**src/rtl/vector_addsub_pipe.sv**
```systemverilog
// Element-wise FP16 vector add/subtract. Each lane has a fixed-latency fp16add core.
// A valid shift register follows the cores into a credit-limited output FIFO.

module fp16add #(
    parameter int LAT = 10
) (
    input  logic        clk,
    input  logic [15:0] a,
    input  logic [15:0] b,
    output logic [15:0] q
);
    // Exact add: align both significands in a 42-bit field so that no bit is lost.
    // Then normalise and round once, to nearest even.
    function automatic logic [15:0] fp16_add(input logic [15:0] fa, input logic [15:0] fb);
        logic [15:0] x, y;
        logic [10:0] mx, my, mant;
        logic [41:0] ax, ay, sum, mask;
        logic [4:0]  base;
        logic [16:0] res;
        logic        a_nan, b_nan, a_inf, b_inf, g, s, rnd, eff_sub;
        int          ex, ey, d, lead, e_res, sh;
        a_nan = (fa[14:10] == 5'h1f) && (fa[9:0] != 10'd0);
        b_nan = (fb[14:10] == 5'h1f) && (fb[9:0] != 10'd0);
        a_inf = (fa[14:10] == 5'h1f) && (fa[9:0] == 10'd0);
        b_inf = (fb[14:10] == 5'h1f) && (fb[9:0] == 10'd0);
        if (a_nan || b_nan || (a_inf && b_inf && (fa[15] != fb[15])))
            return 16'h7e00;
        if (a_inf)
            return fa;
        if (b_inf)
            return fb;
        if (fb[14:0] > fa[14:0]) begin
            x = fb;
            y = fa;
        end else begin
            x = fa;
            y = fb;
        end
        ex = (x[14:10] == 5'd0) ? 1 : int'(x[14:10]);
        ey = (y[14:10] == 5'd0) ? 1 : int'(y[14:10]);
        mx = {(x[14:10] != 5'd0), x[9:0]};
        my = {(y[14:10] != 5'd0), y[9:0]};
        d  = ex - ey;
        eff_sub = x[15] ^ y[15];
        ax  = {1'b0, mx, 30'd0};
        ay  = {1'b0, my, 30'd0} >> d;
        sum = eff_sub ? (ax - ay) : (ax + ay);
        if (sum == 42'd0)
            return {x[15] & y[15], 15'd0};
        lead = 0;
        for (int i = 0; i < 42; i++)
            if (sum[i])
                lead = i;
        e_res = ex + lead - 40;
        sh    = ((e_res >= 1) ? e_res : 1) + 30 - ex;
        base  = (e_res >= 1) ? 5'(e_res - 1) : 5'd0;
        mant  = 11'(sum >> sh);
        mask  = (42'd1 << (sh - 1)) - 42'd1;
        g     = |(sum & (42'd1 << (sh - 1)));
        s     = |(sum & mask);
        rnd   = g & (s | mant[0]);
        res   = {2'b00, base, 10'd0} + {6'd0, mant} + {16'd0, rnd};
        if (res >= 17'h07c00)
            return {x[15], 15'h7c00};
        return {x[15], res[14:0]};
    endfunction

    logic [15:0] pipe [LAT];

    always_ff @(posedge clk) begin
        pipe[0] <= fp16_add(a, b);
        for (int k = 1; k < LAT; k++)
            pipe[k] <= pipe[k-1];
    end

    assign q = pipe[LAT-1];
endmodule

module vector_addsub_pipe #(
    parameter int LANES = 3,
    parameter int LAT   = 10,
    parameter int DEPTH = 12
) (
    input  logic                clk,
    input  logic                rst_n,
    input  logic                in_valid,
    output logic                in_ready,
    input  logic                op,
    input  logic [16*LANES-1:0] vec_a,
    input  logic [16*LANES-1:0] vec_b,
    output logic                out_valid,
    input  logic                out_ready,
    output logic [16*LANES-1:0] vec_q,
    output logic                busy
);
    localparam int W  = 16 * LANES;
    localparam int PW = (DEPTH > 1) ? $clog2(DEPTH) : 1;
    localparam int CW = $clog2(DEPTH + 1);

    // Handshake: a transfer happens on a rising edge where valid and ready are both high.
    // The source holds its data while ready is low.
    logic          acc, push, pop;
    logic [LAT-1:0] vld_pipe;
    logic [W-1:0]  core_q;
    logic [W-1:0]  mem [DEPTH];
    logic [PW-1:0] wr_ptr, rd_ptr;
    logic [CW-1:0] count, occ;

    for (genvar i = 0; i < LANES; i++) begin : g_lane
        logic [15:0] b_eff;
        assign b_eff = op ? {~vec_b[16*i+15], vec_b[16*i+14 -: 15]} : vec_b[16*i +: 16];
        fp16add #(.LAT(LAT)) u_core (
            .clk (clk),
            .a   (vec_a[16*i +: 16]),
            .b   (b_eff),
            .q   (core_q[16*i +: 16])
        );
    end

    assign in_ready  = rst_n & (occ < CW'(DEPTH));
    assign acc       = in_valid & in_ready;
    assign push      = vld_pipe[LAT-1];
    assign out_valid = (count != '0);
    assign pop       = out_valid & out_ready;
    assign vec_q     = mem[rd_ptr];
    assign busy      = (occ != '0);

    always_ff @(posedge clk) begin
        if (!rst_n) begin
            vld_pipe <= '0;
            wr_ptr   <= '0;
            rd_ptr   <= '0;
            count    <= '0;
            occ      <= '0;
        end else begin
            vld_pipe[0] <= acc;
            for (int k = 1; k < LAT; k++)
                vld_pipe[k] <= vld_pipe[k-1];
            if (push)
                wr_ptr <= (wr_ptr == PW'(DEPTH - 1)) ? '0 : wr_ptr + 1'b1;
            if (pop)
                rd_ptr <= (rd_ptr == PW'(DEPTH - 1)) ? '0 : rd_ptr + 1'b1;
            case ({push, pop})
                2'b10:   count <= count + 1'b1;
                2'b01:   count <= count - 1'b1;
                default: count <= count;
            endcase
            case ({acc, pop})
                2'b10:   occ <= occ + 1'b1;
                2'b01:   occ <= occ - 1'b1;
                default: occ <= occ;
            endcase
        end
    end

    // Storage is not reset; out_valid masks stale entries.
    always_ff @(posedge clk) begin
        if (push)
            mem[wr_ptr] <= core_q;
    end
endmodule
```
**config.mk**
```make
export PLATFORM = sky130hd
export DESIGN_NAME = vector_addsub_pipe
export DESIGN_NICKNAME = d
export VERILOG_FILES = /design/src/rtl/vector_addsub_pipe.sv
export SDC_FILE = /design/constraint.sdc
export NUM_CORES = 2
export LEC_CHECK = 0
export ABC_AREA = 1
export BUFFER_PORTS_ARGS = -buffer_cell sky130_fd_sc_hd__buf_2
export CAP_MARGIN = 20
export CELL_PAD_IN_SITES_DETAIL_PLACEMENT = 1
export CELL_PAD_IN_SITES_GLOBAL_PLACEMENT = 1
export CORE_UTILIZATION = 43
export CTS_CLUSTER_SIZE = 20
export DETAILED_ROUTE_END_ITERATION = 8
export GPL_ROUTABILITY_DRIVEN = 0
export PLACE_DENSITY_LB_ADDON = 0.2
export SLEW_MARGIN = 5
export SYNTH_ARGS = -nofsm -noshare
export SYNTH_HDL_FRONTEND = slang
export SYNTH_SLANG_ARGS = --single-unit
```
**constraint.sdc**
```tcl
create_clock -name clk -period 17.7 [get_ports clk]
set_clock_uncertainty 0.15 [all_clocks]
set_input_delay 2.655 -clock clk [delete_from_list [all_inputs] [get_ports clk]]
set_output_delay 2.655 -clock clk [all_outputs]
set_load 0.02 [all_outputs]
```
==> impl_metrics.py <==
metrics = {
    "floorplanning": {
        "die_area_mm2": 0.156,
        "initial_core_util_pct": 43.5,
        "fp.dieW_um": 395,
        "die_h_um": 395,
        "core_mm2": 0.152,
        "fp-row-count": 143,
        "io-pin-count": 152,
    },
    "timing": {
        "fin_ws_ps": 647,
        "hold_ws_ps": 156,
        "maxSlewHeadroom_pct": 27.8,
        "hold_viol": 0,
        "finalSetupViolations": 0,
        "maxSlewViolCount": 0,
        "max_freq_ghz": 0.0586,
        "min_period_ps": 17050,
        "fin_crit_sh_pct": 96.3,
        "tightest_slew_ps": 1080,
    },
    "synth": {
        "synth_top_area_share_pct": 26.1,
        "synth-seq-area-share_pct": 41.5,
        "synth_area_per_cell_um2": 7.59,
        "synthesis.instances": 8736,
        "synth_edf_count": 576,
        "synth_ff_type": "edfxtp_1",
        "yosys-top-cells-count": "2113 x nand2_1, 1114 x inv_1, 788 x nor2_1, 768 x nand3_1",
        "yosysMostFrequentCell": "nand2_1",
        "synth_area_leaders": "edfxtp_1 26%, dfxtp_1 15%, nand2_1 12%",
        "synth_seq_cells": 1086,
        "synth_warnings": 0,
        "synth_cell_types": 94,
        "synth_top_area_cell": "edfxtp_1",
        "syn_area_mm2": 0.0663,
        "async_reset_ff_share_pct": 0,
    },
    "grt": {
        "grt.total_usage_pct": 28.5,
        "grt_pass1_vias": 63500,
        "grt_pass1_wl_um": 356000,
        "globalRouteOverflowTotal": 0,
        "antenna_found_initial": 4,
        "grt_max_degree": 155,
    },
    "place": {
        "post-place-ws_ps": -944,
        "dp_hpwl_um": 168000,
        "io_buffers": 151,
        "placed_cells": 11100,
    },
    "route": {
        "wl_per_cell_um": 20.4,
        "firstDrtPassIters": 5,
        "routed_wl_um": 232000,
        "vias": 62700,
        "drc": 0,
        "drtIter0Drc": 4237,
        "viasPerCell": 5.50,
        "ant_nets": 0,
    },
    "setup_path": {
        "critPathRequiredTime_ps": 18150,
        "max_stage_delay_ps": 570,
        "ff2ff_path_depth": 5,
        "critPathSlowestCell": "fa_1",
        "path_max_fanout": 7,
        "crit_path_end_kind": "flip-flop",
        "cp-start-kind": "primary input",
        "cp.arrival_ps": 17500,
        "crit_type": "in2reg",
        "path_common_cell": "nand2_1",
    },
    "final_layout": {
        "areaGrowthSynthToFinish_pct": 17.4,
        "nets": 9633,
        "drive_gt1_share_pct": 16.9,
        "fillers": 18900,
        "fin_util_pct": 51.0,
        "final_cell_count_no_fill": 11400,
        "final-seq-area_mm2": 0.0275,
        "multi_input_area_mm2": 0.0343,
    },
    "run_status": {
        "outcome": "finished clean",
    },
    "min_path": {
        "hold_class": "reg2reg",
        "hold_depth": 0,
    },
    "cts": {
        "htreeDepth": 3,
        "ctsRootBufferMaster": "clkbuf_16",
        "cts_tree": "yes",
        "clk_pin_slew_worst_paths_ps": 60,
        "cts-hold-fix-buffers": 0,
        "cts_inserted_buffers": 101,
        "clkSinkCount": 1086,
        "clkLatencyLatePin_ps": 670,
        "cts_buffer_depth": 3,
    },
    "flow_run": {
        "cap_violations": 0,
    },
}
-- repair_timing --
item	4_1_cts	5_1_grt
gates cloned	0	4
endpoints found under the setup margin	29	45
pin swaps	2	164
buffers inserted	2	99
resized for setup	11	456
-- cells in the final DEF, fill, tap and decap left out, types with 151 or more instances in the layout --
cell type / count
edfxtp_1: 576
buf_2: 151
o21ai_0: 534
nand4_1: 176
nand2_1: 2067
ha_1: 209
nor2_1: 701
inv_1: 1088
dfxtp_1: 506
o21ai_1: 156
a21oi_1: 321
buf_4: 591
nand3_1: 713
-- final cells by class --
| cell class | count | area share (%) |
|---|---|---|
| Antenna cell | 2 | 0.00643 |
| Clock buffer | 151 | 3.88 |
| Clock inverter | 40 | 0.519 |
| Inverter | 1184 | 5.74 |
| Multi-Input combinational cell | 6144 | 44.1 |
| Sequential cell | 1086 | 35.4 |
| Tap cell | 2030 | 3.26 |
| Timing Repair Buffer | 762 | 7.15 |
-- critical path, delay by kind of cell --
family / cells / cell delay, ps
adder cells (fa/ha/maj): 11 / 3500
AND/OR/NAND/NOR: 50 / 6060
XOR/XNOR: 2 / 430
buffers and inverters: 16 / 1420
AO/OA/AOI/OAI: 20 / 3380
-- registers in the layout (all words and copies together) (netlist names), named ones only --
register,cells
count,4
g_lane.u_core.pipe,480
mem,576
occ,4
rd_ptr,4
vld_pipe,10
wr_ptr,4
-- worst paths after layout --
check / slack, ps / endpoint / from
worst max-delay path: 650 / g_lane[2].u_core.pipe[0][6] / vec_a[44]
worst min-delay path: 160 / g_lane[0].u_core.pipe[3][3] / g_lane[0].u_core.pipe[2][3]
worst max register to register: 14860 / mem[8][1] / wr_ptr[1]
worst min register to register: 160 / g_lane[0].u_core.pipe[3][3] / g_lane[0].u_core.pipe[2][3]
-- cells by family (layout without fill, tap and decap cells) --
kind of cell | count (synthesis) | after routing | synth area share [%]
AO/OA/AOI/OAI | 1417 | 1417 | 12.2
XOR/XNOR | 164 | 164 | 2.34
adder cells (fa/ha/maj) | 253 | 253 | 5.00
buffers and inverters | 1511 | 2137 | 9.42
flip-flops | 1086 | 1086 | 41.5
multiplexers | 95 | 95 | 1.43
other | 2 | 8 | 0.0113
AND/OR/NAND/NOR | 4208 | 4209 | 28.1
-- routing by layer --
layer  global-route usage [%]  vias up  share of wire (%)
met4                     8.27        2                3.1
met5                        0        -             0.0047
met1                     37.4    30700                 44
met3                     2.44      373                4.4
met2                     49.7     1616                 49
li1                         -    30000                  -
-- per-stage QoR --
step	TNS (ps)	cell area, µm²
after CTS	0	75200
after detailed placement	-23480	71800
after global routing	-5720	77800
final	0	77800
after global placement	-5140	71800
after floorplan	0	66300
Power is left out: the tool's default activity adds up to more than one toggle a clock period on the data nets, which glitch-free logic cannot reach.
